==> src/rtl/coco_ioctl_upload_pkg.sv <==
`default_nettype none
// ============================================================================
// Package     : coco_upload_pkg
// Description : Shared types and constants for the CoCo ioctl snapshot upload
//               channel. Holds the FSM state type, the file header layout
//               constants and the header byte generator.
// Revision    : 1.0  initial release
// ============================================================================
package coco_upload_pkg;

  typedef enum logic [1:0] {
    S_IDLE = 2'd0,
    S_HALT = 2'd1,
    S_MEM  = 2'd2
  } upl_state_t;

  localparam int          HDR_LEN  = 8;
  localparam logic [31:0] MAGIC    = 32'h4343_3253;  // "CC2S"
  localparam logic [7:0]  VERSION  = 8'h01;
  localparam logic [7:0]  ERR_BYTE = 8'hEE;
  localparam logic [7:0]  PAD_BYTE = 8'hFF;

  // Header byte at file offset idx (0..7). The RAM length is stored big-endian.
  function automatic logic [7:0] hdr_byte(input logic [2:0]  idx,
                                          input logic [7:0]  flags,
                                          input logic [15:0] len);
    logic [7:0] b;
    b = PAD_BYTE;
    case (idx)
      3'd0: b = MAGIC[31:24];
      3'd1: b = MAGIC[23:16];
      3'd2: b = MAGIC[15:8];
      3'd3: b = MAGIC[7:0];
      3'd4: b = VERSION;
      3'd5: b = flags;
      3'd6: b = len[15:8];
      3'd7: b = len[7:0];
      default: b = PAD_BYTE;
    endcase
    return b;
  endfunction

endpackage
`default_nettype wire

==> src/rtl/coco_ioctl_upload_if.sv <==
`default_nettype none
// ============================================================================
// Interface   : coco_ioctl_upload_if
// Description : Bundles the hps_io ioctl upload signals, the CPU halt
//               handshake, the RAM read port and the status outputs of the
//               snapshot upload block.
//   slave  modport : the upload block itself (serves ioctl reads, issues
//                    halt and memory requests)
//   master modport : the surrounding system (hps_io, CPU, RAM arbiter)
// Revision    : 1.0  initial release
// ============================================================================
interface coco_ioctl_upload_if;

  // hps_io ioctl side
  logic        ioctl_upload;  // high for the whole upload transfer
  logic        ioctl_rd;      // one-cycle read strobe
  logic [15:0] ioctl_addr;    // file byte offset, valid with ioctl_rd
  logic [7:0]  ioctl_din;     // byte returned to hps_io
  logic        ioctl_wait;    // stall while a RAM byte is fetched
  logic [7:0]  flags;         // copied into header byte 5

  // CPU halt handshake
  logic        halt_req;
  logic        halt_ack;

  // RAM read port
  logic        mem_req;
  logic [15:0] mem_addr;
  logic        mem_ack;
  logic [7:0]  mem_dout;

  // status
  logic        busy;
  logic        err;

  modport slave (
    input  ioctl_upload, ioctl_rd, ioctl_addr, flags, halt_ack, mem_ack, mem_dout,
    output ioctl_din, ioctl_wait, halt_req, mem_req, mem_addr, busy, err
  );

  modport master (
    output ioctl_upload, ioctl_rd, ioctl_addr, flags, halt_ack, mem_ack, mem_dout,
    input  ioctl_din, ioctl_wait, halt_req, mem_req, mem_addr, busy, err
  );

endinterface
`default_nettype wire

==> src/rtl/coco_ioctl_upload.sv <==
`default_nettype none
// ============================================================================
// Module      : coco_ioctl_upload
// Description : Serves ioctl_din to hps_io during an upload so the OSD can
//               save a CoCo RAM snapshot: an 8-byte header followed by
//               MEM_BYTES of RAM starting at MEM_BASE. The CPU is halted for
//               the whole upload and every RAM byte is fetched over a
//               req/ack port guarded by a timeout.
// Ports       :
//   clk_sys : system clock
//   reset   : synchronous active-high reset
//   bus     : coco_ioctl_upload_if.slave (ioctl, halt, memory, status)
// Parameters  :
//   MEM_BYTES : RAM bytes dumped after the header (power of 2, <= 65528)
//   MEM_BASE  : CPU address of dumped byte 0
//   TIMEOUT   : maximum cycles in S_MEM waiting for mem_ack
// Revision    : 1.0  initial release
// ============================================================================
module coco_ioctl_upload
  import coco_upload_pkg::*;
#(
  parameter int          MEM_BYTES = 32768,
  parameter logic [15:0] MEM_BASE  = 16'h0000,
  parameter int          TIMEOUT   = 1023
) (
  input  wire                   clk_sys,
  input  wire                   reset,
  coco_ioctl_upload_if.slave    bus
);

  localparam int          c_TMO_W   = $clog2(TIMEOUT + 1);
  localparam logic [16:0] c_HDR_END = 17'(HDR_LEN);
  localparam logic [16:0] c_RAM_END = 17'(HDR_LEN + MEM_BYTES);
  localparam logic [15:0] c_LEN     = 16'(MEM_BYTES);
  localparam logic [c_TMO_W-1:0] c_TMO_LAST = c_TMO_W'(TIMEOUT - 1);

  upl_state_t         r_state;
  logic               r_upload_d;
  logic [7:0]         r_din;
  logic               r_wait;
  logic               r_halt_req;
  logic               r_mem_req;
  logic [15:0]        r_mem_addr;
  logic               r_err;
  logic [c_TMO_W-1:0] r_tmo;

  logic [16:0] w_off;
  logic        w_is_hdr;
  logic        w_is_pad;
  logic [15:0] w_ram_addr;
  logic        w_up_rise;

  // Offsets are compared in 17 bits so HDR_LEN + MEM_BYTES never wraps.
  assign w_off      = {1'b0, bus.ioctl_addr};
  assign w_is_hdr   = (w_off < c_HDR_END);
  assign w_is_pad   = (w_off >= c_RAM_END);
  assign w_ram_addr = bus.ioctl_addr - 16'(HDR_LEN) + MEM_BASE;
  assign w_up_rise  = bus.ioctl_upload & ~r_upload_d;

  always_ff @(posedge clk_sys) begin
    if (reset) begin
      r_state    <= S_IDLE;
      r_upload_d <= 1'b0;
      r_din      <= PAD_BYTE;
      r_wait     <= 1'b0;
      r_halt_req <= 1'b0;
      r_mem_req  <= 1'b0;
      r_mem_addr <= 16'h0000;
      r_err      <= 1'b0;
      r_tmo      <= '0;
    end else begin
      r_upload_d <= bus.ioctl_upload;

      // The halt request is held until the transfer has ended and any
      // in-flight RAM access has finished, so the CPU never resumes mid-read.
      if (w_up_rise) begin
        r_halt_req <= 1'b1;
        r_err      <= 1'b0;
      end else if (!bus.ioctl_upload && r_state == S_IDLE) begin
        r_halt_req <= 1'b0;
      end

      case (r_state)
        S_IDLE: begin
          if (bus.ioctl_rd) begin
            if (w_is_hdr) begin
              r_din <= hdr_byte(bus.ioctl_addr[2:0], bus.flags, c_LEN);
            end else if (w_is_pad) begin
              r_din <= PAD_BYTE;
            end else begin
              r_wait     <= 1'b1;
              r_mem_addr <= w_ram_addr;
              r_tmo      <= '0;
              if (bus.halt_ack) begin
                r_state   <= S_MEM;
                r_mem_req <= 1'b1;
              end else begin
                r_state <= S_HALT;
              end
            end
          end
        end

        S_HALT: begin
          if (bus.ioctl_rd) begin
            r_err <= 1'b1;
          end
          if (bus.halt_ack) begin
            r_state   <= S_MEM;
            r_mem_req <= 1'b1;
            r_tmo     <= '0;
          end
        end

        S_MEM: begin
          if (bus.ioctl_rd) begin
            r_err <= 1'b1;
          end
          if (bus.mem_ack) begin
            r_din     <= bus.mem_dout;
            r_mem_req <= 1'b0;
            r_wait    <= 1'b0;
            r_state   <= S_IDLE;
          end else if (r_tmo == c_TMO_LAST) begin
            // The hps side still gets a byte so the transfer can proceed;
            // the marker value plus the sticky err flag flag the bad dump.
            r_din     <= ERR_BYTE;
            r_err     <= 1'b1;
            r_mem_req <= 1'b0;
            r_wait    <= 1'b0;
            r_state   <= S_IDLE;
          end else begin
            r_tmo <= r_tmo + 1'b1;
          end
        end

        default: begin
          r_state   <= S_IDLE;
          r_mem_req <= 1'b0;
          r_wait    <= 1'b0;
        end
      endcase
    end
  end

  assign bus.ioctl_din  = r_din;
  assign bus.ioctl_wait = r_wait;
  assign bus.halt_req   = r_halt_req;
  assign bus.mem_req    = r_mem_req;
  assign bus.mem_addr   = r_mem_addr;
  assign bus.busy       = (r_state != S_IDLE);
  assign bus.err        = r_err;

endmodule
`default_nettype wire
==> src/flat_wrapper.sv <==
// flat-port wrapper written by rule: the top's interface ports become plain ports
module coco_ioctl_upload_flat import coco_upload_pkg::*;
#(
  parameter int          MEM_BYTES = 32768,
  parameter logic [15:0] MEM_BASE  = 16'h0000,
  parameter int          TIMEOUT   = 1023
)
  (clk_sys, reset, bus_ioctl_upload, bus_ioctl_rd, bus_ioctl_addr, bus_flags, bus_halt_ack, bus_mem_ack, bus_mem_dout, bus_ioctl_din, bus_ioctl_wait, bus_halt_req, bus_mem_req, bus_mem_addr, bus_busy, bus_err);
  coco_ioctl_upload_if bus_i ();
  input  wire clk_sys;
  input  wire reset;
  input wire logic [$bits(bus_i.ioctl_upload)-1:0] bus_ioctl_upload;
  input wire logic [$bits(bus_i.ioctl_rd)-1:0] bus_ioctl_rd;
  input wire logic [$bits(bus_i.ioctl_addr)-1:0] bus_ioctl_addr;
  input wire logic [$bits(bus_i.flags)-1:0] bus_flags;
  input wire logic [$bits(bus_i.halt_ack)-1:0] bus_halt_ack;
  input wire logic [$bits(bus_i.mem_ack)-1:0] bus_mem_ack;
  input wire logic [$bits(bus_i.mem_dout)-1:0] bus_mem_dout;
  output wire logic [$bits(bus_i.ioctl_din)-1:0] bus_ioctl_din;
  output wire logic [$bits(bus_i.ioctl_wait)-1:0] bus_ioctl_wait;
  output wire logic [$bits(bus_i.halt_req)-1:0] bus_halt_req;
  output wire logic [$bits(bus_i.mem_req)-1:0] bus_mem_req;
  output wire logic [$bits(bus_i.mem_addr)-1:0] bus_mem_addr;
  output wire logic [$bits(bus_i.busy)-1:0] bus_busy;
  output wire logic [$bits(bus_i.err)-1:0] bus_err;
  assign bus_i.ioctl_upload = bus_ioctl_upload;
  assign bus_i.ioctl_rd = bus_ioctl_rd;
  assign bus_i.ioctl_addr = bus_ioctl_addr;
  assign bus_i.flags = bus_flags;
  assign bus_i.halt_ack = bus_halt_ack;
  assign bus_i.mem_ack = bus_mem_ack;
  assign bus_i.mem_dout = bus_mem_dout;
  assign bus_ioctl_din = bus_i.ioctl_din;
  assign bus_ioctl_wait = bus_i.ioctl_wait;
  assign bus_halt_req = bus_i.halt_req;
  assign bus_mem_req = bus_i.mem_req;
  assign bus_mem_addr = bus_i.mem_addr;
  assign bus_busy = bus_i.busy;
  assign bus_err = bus_i.err;
  coco_ioctl_upload #(.MEM_BYTES(MEM_BYTES), .MEM_BASE(MEM_BASE), .TIMEOUT(TIMEOUT)) u_core (.clk_sys(clk_sys), .reset(reset), .bus(bus_i));
endmodule
==> config.mk <==
export PLATFORM = sky130hd
export DESIGN_NAME = coco_ioctl_upload_flat
export DESIGN_NICKNAME = d
export VERILOG_FILES = /design/src/rtl/coco_ioctl_upload_pkg.sv /design/src/rtl/coco_ioctl_upload_if.sv /design/src/rtl/coco_ioctl_upload.sv /design/src/flat_wrapper.sv
export SDC_FILE = /design/constraint.sdc
export NUM_CORES = 1
export LEC_CHECK = 0
export BUFFER_PORTS_ARGS = -buffer_cell sky130_fd_sc_hd__buf_2
export CORE_ASPECT_RATIO = 1.25
export CORE_MARGIN = 3
export CORE_UTILIZATION = 40
export CTS_CLUSTER_DIAMETER = 80
export DETAILED_ROUTE_END_ITERATION = 16
export PLACE_DENSITY = 0.62
export SLEW_MARGIN = 20
export SYNTH_ARGS = -nofsm -noshare
export SYNTH_HDL_FRONTEND = slang
export SYNTH_SLANG_ARGS = --single-unit
==> constraint.sdc <==
create_clock -name clk_sys -period 5.2 [get_ports clk_sys]
set_clock_uncertainty 0.15 [all_clocks]
set_input_delay 0.52 -clock clk_sys [delete_from_list [all_inputs] [get_ports clk_sys]]
set_output_delay 0.52 -clock clk_sys [all_outputs]
set_load 0.05 [all_outputs]
* Yosys cells after proc, flatten, opt, wreduce, memory -nomap -nowiden
Index checks and enable logic that the tools add are counted.
Storage, ports and cells: register bits 41, bits in latches 0, memory bits (writable) 0, bits in read-only memories 0, output and inout bits 29, logic and storage cells 91, memories 0
Operators by class: add/sub/neg operators 2, multiply operators 0, divide/modulo/power cells 0, $lt $le $gt $ge 2, equality and inequality tests 18, shift operators 0, multiplexer cells 40, bitwise gates (word level) 5, reductions and logical operators 15
Operators with widths (count):
- 10-bit 2-to-1 mux | 6
- 8-bit one-hot mux with 7 select lines | 1
- 8-bit 2-to-1 mux | 5
- 10-bit one-hot mux with 3 select lines | 1
- 16-bit greater-or-equal comparator, second input constant | 1
- 16-bit by 4-bit < comparator with 1-bit output, second input constant | 1
- 8-bit one-hot mux with 2 select lines | 1
- 16-bit by 4-bit subtractor with 16-bit output, second input constant | 1
- 1-bit 2-to-1 mux | 15
- 2-bit 2-to-1 mux | 7
- 3-bit == test, second input constant | 4
- 2-bit != test, second input constant | 6
- 4-bit AND reduction | 3
- 10-bit by 1-bit adder with 10-bit output, second input constant | 1
- 10-bit == test, second input constant | 1
- 5-bit AND reduction | 2
- 7-bit AND reduction | 1
- 3-bit by 2-bit == test with 1-bit output, second input constant | 2
- 1-bit one-hot mux with 3 select lines | 2
- 2-bit one-hot mux with 3 select lines | 1
- 2-bit nonzero test | 3
- 1-bit NOT | 4
- 3-bit by 1-bit == test with 1-bit output, second input constant | 1
- 3-bit zero test | 1
- 11 further kinds | 11

* Logic depth before layout (Yosys ltp)
Gate-level depths: netlist (run 1).
depth in word-level cells 7, gate-level depth with buffers 8

* Worst setup path before layout (run 1)
OpenSTA, ideal clock, no wires.
kind input-to-reg, start point input port bus_ioctl_addr[6], end point register u_core.r_mem_addr[15], in the netlist u_core.bus.mem_addr[15], library setup time 0.086 ns, arrival time 2.372 ns, required time 4.964 ns, setup slack 2.593 ns, stages 7, cells stage by stage or4_1 -> buf_6 -> nor4_4 -> xnor2_1 -> clkbuf_1 -> a21oi_1 -> a211oi_1
On the way: cells in the longest elaborated chain, start to end 3, elaborated cells between the ends (all ways) 6, classes of those cells add/sub: 1; order compare: 2; bitwise: 2; reduce/logical: 1
Ends and longest elaborated chain:
- start, declared | RTL line flat_wrapper.sv:14 | input wire logic [$bits(bus_i.ioctl_addr)-1:0] bus_ioctl_addr;
- 16-bit by 4-bit < comparator with 1-bit output or 16-bit greater-or-equal comparator (tied branches) | RTL line coco_ioctl_upload.sv:55, coco_ioctl_upload.sv:56
- 1-bit NOT (no line)
- 4-bit AND reduction (no line)
- end signal, assigned | RTL line coco_ioctl_upload.sv:92 | r_mem_addr <= w_ram_addr;
- end, declared | RTL line coco_ioctl_upload.sv:43 | logic [15:0] r_mem_addr;
Several ways; a longest one is shown, not always the timed one. A chain may end at the register's enable or synchronous reset.

* Worst setup path after layout (run 1)
start point input port bus_ioctl_addr[6], end point register u_core.r_mem_addr[6], in the netlist u_core.bus.mem_addr[6]
Same word-level chain as after synthesis.

==> results of run 1 <==
routing by layer:
layer / share of wire [%] / global-route usage, % / vias to the layer above
met5: 0 / 0 / -
met4: 0.79 / 5.14 / 0
met3: 5.7 / 4.34 / 4
met2: 48 / 28.9 / 65
met1: 46 / 21.3 / 1095
li1: - / - / 1211
registers in the layout (all words and copies together) (netlist names):
name,flops
u_core.bus.mem_addr,16
u_core.r_tmo,10
u_core.bus.ioctl_din,8
u_core.r_state,2
u_core.bus.err,1
u_core.bus.halt_req,1
u_core.bus.ioctl_wait,1
u_core.bus.mem_req,1
u_core.r_upload_d,1
power by group:
part           switching (W)  internal [W]
logic               0.000179     0.0000758
registers          0.0000119      0.000335
clock network       0.000111      0.000157
through the flow:
| stage | std cells | hold WS (ns) |
|---|---|---|
| final | 433 | 0.289 |
| after global routing | 433 | 0.286 |
| after CTS | 433 | 0.281 |
| after detailed placement | 425 | 0.320 |
| after global placement | 425 | 0.308 |
| after floorplan | 296 | 0.314 |
worst min path at each step:
stage,slack (ns),to,startpoint
6_report,0.29,u_core.bus.mem_addr[3],bus_ioctl_addr[3]
5_1_grt,0.29,u_core.bus.mem_addr[3],bus_ioctl_addr[3]
4_1_cts,0.28,u_core.bus.mem_addr[3],bus_ioctl_addr[3]
3_5_place_dp,0.32,u_core.bus.ioctl_wait,u_core.bus.ioctl_wait
3_3_place_gp,0.31,u_core.bus.ioctl_wait,u_core.bus.ioctl_wait
2_1_floorplan,0.31,u_core.r_tmo[7],u_core.r_tmo[7]
layout make-up:
cell class	instances	area, µm²	share of cell area, %
Multi-Input combinational cell	226	1490	51.4
Tap cell	82	103	3.54
Clock buffer	7	86.3	2.98
Sequential cell	41	821	28.3
Timing Repair Buffer	67	338	11.6
Clock inverter	1	30.0	1.03
Inverter	9	33.8	1.16
layout by cell type (no fill, tap or decap), drive strengths merged, types with 4 or more instances in the layout:
cell type,Yosys,final
a211oi,12,12
a21oi,33,33
a311oi,4,4
a31oi,6,6
buf,6,67
clkbuf,14,7
dfxtp,41,41
ha,7,7
inv,9,9
mux2i,8,8
nand2,12,12
nand2b,8,8
nand3,5,5
nand4b,4,4
nor2,30,30
nor2b,5,5
nor3,8,8
nor4,7,7
o21ai,13,13
o31ai,4,4
or4,7,7
xnor2,9,9
cell usage after synthesis (3+ instances only):
| master | number |
|---|---|
| ha_1 | 7 |
| nor4_1 | 5 |
| inv_1 | 9 |
| a31oi_1 | 6 |
| nor3_1 | 8 |
| dfxtp_1 | 41 |
| and4_1 | 3 |
| nand4b_1 | 4 |
| nor2b_1 | 5 |
| a311oi_1 | 4 |
| or3_1 | 3 |
| nand2b_1 | 8 |
| mux2i_1 | 8 |
| clkbuf_1 | 13 |
| buf_6 | 3 |
| xnor2_1 | 9 |
| nand3b_1 | 3 |
| or2_2 | 3 |
| o31ai_1 | 3 |
| o21ai_0 | 13 |
| nand3_1 | 5 |
| a21oi_1 | 33 |
| or4_1 | 6 |
| nor2_1 | 30 |
| a211oi_1 | 12 |
| nand2_1 | 12 |
kinds of logic after synthesis:
group,count (synthesis)
xor gates and xnor gates,10
adders and majority gates,7
muxes,8
DFF,41
buffers and inverters,29
and+or+nand+nor,110
AOI/OAI and AO/OA,91
worst reg2reg max path: stages (launching register included):
cell	delay, ns
dfxtp_1	0.43
inv_1	0.07
ha_1	0.22
and3_1	0.24
and4_1	0.28
nor2_1	0.45
a31o_1	0.47
mux2i_1	0.25
==> results.json, run 1 <==
{
  "status": "finished clean",
  "place.port_buffers": 66,
  "leakage_nw": 1.14,
  "crit_type": "input pin to flop",
  "period_share_pct": 60.2,
  "grtUsageTotal_pct": 17.0,
  "synthFlopType": "dfxtp_1",
  "wl_per_cell_um": 13.8,
  "setup_viol": 0,
  "synth_top_family_by_area": "simple AND/OR/NAND/NOR gates",
  "layout_min_cycle_time_ns": 3.13,
  "peakVddDrop_v": 0.000138,
  "num-fill-cells": 595,
  "yosysSeqAreaShare_pct": 33.6,
  "antennaDiodeCount": 0,
  "syn_area_per_cell_um2": 8.26,
  "grt_max_degree": 51,
  "finalHoldViolCount": 0,
  "clk_pin_slew_ns": 0.07,
  "ios": 67,
  "crit_arrival_ns": 3.12,
  "ctsResizeCount": 0,
  "crit_slowest_cell": "or4_1",
  "gp_congestion": 0.827,
  "hp-class": "input pin to flop",
  "cts_buffer_depth": 2,
  "wl_um": 5980,
  "design_area_mm2": 0.00290,
  "drt_iter0_drc": 131,
  "clock-sinks": 41,
  "die_y_um": 93.4,
  "fin_util_pct": 49.5,
  "crit_path_end": "u_core.bus.mem_addr[6]",
  "slew_violations": 0,
  "muxShareOfSynthArea_pct": 3.27,
  "max_freq_mhz": 319,
  "startpoint_type": "input pin",
  "post_cts_buffers": 0,
  "cts_hold_buf": 0,
  "cts_root_buffer": "clkbuf_8",
  "rrSetupSlack_ns": 2.57,
  "vias_per_cell": 5.48,
  "dpl_cell_area_mm2": 0.00279,
  "die_width_um": 75.9,
  "dr_total_vias": 2375,
  "crit_path_end_kind": "flop",
  "drc": 0,
  "path_cells": "buf_2 -> or4_1 -> nor4_4 -> xor2_1 -> nor2_1 -> a311oi_1",
  "hold_depth": 2,
  "worst_slew_pin_slew_ns": 0.891,
  "ff2ff_path_depth": 7,
  "core_area_mm2": 0.00586,
  "synthToLayoutAreaGrowth_pct": 18.6,
  "dp_slack_ns": 1.73,
  "start_util_pct": 41.8,
  "drive_gt1_share_pct": 23.6,
  "dieArea_mm2": 0.00710,
  "crit_required_ns": 5.19,
  "worst-path-stages": 6,
  "max_stage_delay_ns": 0.71,
  "synth_top_area_cell": "dfxtp_1",
  "synth_fp_nets": 341,
  "synthAdderAreaFrac_pct": 3.58,
  "netlist_instances": 296,
  "clock_latency_ns": 0.30,
  "power_w": 0.000868,
  "antenna_found_initial": 0,
  "yosys-top-cells-area": "dfxtp_1, a21oi_1, nor2_1",
  "grt_pass1_vias": 2202,
  "yosysTopAreaCellShare_pct": 33.6,
  "synth_compound_area_share_pct": 24.1,
  "max_slew_margin_pct": 40.6,
  "cap_violations": 0,
  "reg2reg_from": "u_core.r_tmo[0]",
  "grt_overflow": 0,
  "timing.rr.end": "u_core.bus.ioctl_din[1]",
  "cp_max_fo": 13,
  "crit_path_start": "bus_ioctl_addr[6]",
  "rows": 31,
  "crit_family": "simple AND/OR/NAND/NOR gates",
  "rsz0062_at_grt": "no",
  "final_nets": 395,
  "fin_tns_setup_ns": 0,
  "drtAntennaViolNets": 0,
  "dp_hpwl_um": 4360,
  "synth_area_mm2": 0.00245,
  "setup_slack_ns": 2.07,
  "first_pass_iters": 4,
  "path_buf_inv": 1,
  "yosysWarnings": 0,
  "synth-xor-area-share_pct": 3.58,
  "synth-edff-count": 0,
  "cellPowerDensity_mw_per_mm2": 299,
  "synth_cell_type_count": 55,
  "synthArstFlopShare_pct": 0,
  "h-tree-depth": 2,
  "synth-seq-cells": 41,
  "cts_made_buffers": 5,
  "cts_tree": "done",
  "yosys.area_share.simple_pct": 26.4,
  "grt_pass1_wl_um": 10000
}
(Power assumes the default switching activity.)
==> inputs of run 2 (changes only) <==
--- a/config.mk
+++ b/config.mk
@@ -11,7 +11,7 @@
 export CORE_UTILIZATION = 40
 export CTS_CLUSTER_DIAMETER = 80
 export DETAILED_ROUTE_END_ITERATION = 16
-export PLACE_DENSITY = 0.62
+export PLACE_DENSITY = 0.64
 export SLEW_MARGIN = 20
 export SYNTH_ARGS = -nofsm -noshare
 export SYNTH_HDL_FRONTEND = slang
==> constraint.sdc (replaced) <==
create_clock -name clk_sys -period 2.87 [get_ports clk_sys]
set_clock_uncertainty 0.15 [all_clocks]
set_input_delay 0.287 -clock clk_sys [delete_from_list [all_inputs] [get_ports clk_sys]]
set_output_delay 0.287 -clock clk_sys [all_outputs]
set_load 0.05 [all_outputs]
==> results.json, run 2 (synthesized netlist as in run 1, its figures left out) <==
{
  "hp-start": "bus_ioctl_addr[3]",
  "max_freq_mhz": 405,
  "synthToLayoutAreaGrowth_pct": 19.5,
  "holdWs_ns": 0.0366,
  "antennaDiodeCount": 0,
  "antenna_found_initial": 0,
  "grtUsageTotal_pct": 17.2,
  "max_slew_margin_pct": 37.7,
  "p_int_w": 0.000922,
  "crit_type": "flop to flop",
  "post_cts_buffers": 0,
  "drc": 0,
  "peakVddDrop_v": 0.000234,
  "rrSetupSlack_ns": 0.40,
  "setup_viol": 0,
  "hold_depth": 2,
  "power_switching_w": 0.000556,
  "ctsResizeCount": 0,
  "period_share_pct": 86.1,
  "cts_made_buffers": 5,
  "hp-class": "input pin to flop",
  "switching_share_pct": 37.6,
  "crit_arrival_ns": 2.55,
  "cap_violations": 0,
  "rsz0062_at_grt": "no",
  "ff2ff_path_depth": 7,
  "dr_total_vias": 2384,
  "clk_pin_slew_ns": 0.09,
  "final_nets": 402,
  "leakage_nw": 1.16,
  "slew_violations": 0,
  "pwr-share-seq_pct": 42.6,
  "cts_tree": "done",
  "fin_tns_setup_ns": 0,
  "status": "finished clean",
  "grt_overflow": 0,
  "h-tree-depth": 2,
  "drtAntennaViolNets": 0,
  "power_w": 0.00148,
  "die_y_um": 93.4,
  "layout_common_cells": "buf_2, dfxtp_1, a21oi_1",
  "cellPowerDensity_mw_per_mm2": 505,
  "pwr-share-comb_pct": 32.0,
  "dp_hpwl_um": 4480,
  "clock_latency_ns": 0.30,
  "place.port_buffers": 66,
  "clock_power_share_pct": 25.4,
  "grt_pass1_wl_um": 10100,
  "crit_path_end_kind": "flop",
  "worst_slew_pin_slew_ns": 0.935,
  "wl_um": 6110,
  "largest_reg_flops": 16,
  "gp_congestion": 0.823,
  "place_inst": 432,
  "first_pass_iters": 4,
  "vias_per_cell": 5.42,
  "layout_min_cycle_time_ns": 2.47,
  "drive_gt1_share_pct": 25.4,
  "drt_iter0_drc": 130,
  "wl_per_cell_um": 13.9,
  "dieArea_mm2": 0.00710,
  "holdPathEnd": "u_core.bus.mem_addr[3]",
  "reg2reg_from": "u_core.r_tmo[0]",
  "grt_max_degree": 51,
  "die_width_um": 75.9,
  "grt_pass1_vias": 2128,
  "core_area_mm2": 0.00586,
  "cts_root_buffer": "clkbuf_8",
  "cts_buffer_depth": 2,
  "ios": 67,
  "finalHoldViolCount": 0,
  "start_util_pct": 41.8,
  "cts_hold_buf": 0,
  "timing.rr.end": "u_core.r_tmo[5]",
  "rows": 31,
  "cp_max_fo": 7,
  "layout_commonest_cell": "buf_2",
  "startpoint_type": "flop",
  "clock-sinks": 41,
  "crit_required_ns": 2.95,
  "stdcell_count": 440
}
## run 2: final cells by class
cell class / instances / area [µm²]
clock inverter: 3 / 17.5
clock buffer: 5 / 68.8
sequential: 41 / 821
multi-input combinational: 226 / 1490
fill: 584 / 2930
tap: 82 / 103
timing repair buffer: 74 / 390
inverter: 9 / 33.8
## run 2: worst max-delay path by stage
stage	start	end	slack, ns	cells past startpoint
4_1_cts	u_core.r_tmo[0]	u_core.r_tmo[5]	0.39	7
3_3_place_gp	bus_ioctl_addr[6]	u_core.bus.mem_addr[5]	0.28	6
3_5_place_dp	bus_ioctl_addr[6]	u_core.bus.mem_addr[6]	0.23	6
5_1_grt	u_core.r_tmo[0]	u_core.r_tmo[5]	0.28	7
2_1_floorplan	bus_ioctl_addr[6]	u_core.bus.mem_addr[15]	0.50	7
6_report	u_core.r_tmo[0]	u_core.r_tmo[5]	0.40	7
## run 2: metal layers
layer  up-vias  global-route usage, %  share of wire (%)
li1       1221                      -                  -
met1      1100                   22.2                 47
met2        55                   28.8                 48
met3         8                   3.47                4.0
met4         0                   5.44                1.4
met5         -                      0                  0
## run 2: worst max-delay path, cell delays in order, from the launching register on
cell	delay [ns]
dfxtp_1	0.45
inv_1	0.07
ha_1	0.21
and3_1	0.25
and4_1	0.28
or2_2	0.36
or4_1	0.48
a21oi_1	0.14
## run 2: power groups by stage
stage          registers [W]  clock network, W  logic [W]
2_1_floorplan       0.000751                 0   0.000240
3_3_place_gp        0.000642                 0   0.000471
3_5_place_dp        0.000642                 0   0.000473
4_1_cts             0.000630          0.000387   0.000474
5_1_grt             0.000636          0.000402   0.000518
6_report            0.000629          0.000376   0.000473
## run 2: per-stage QoR
stage	util [%]	cell area [µm²]	setup WS, ns
global placement	48.5	2840	0.284
global route	49.9	2920	0.276
detailed placement	48.5	2840	0.227
finish	49.9	2920	0.400
floorplan	-	2450	0.496
CTS	49.9	2920	0.389
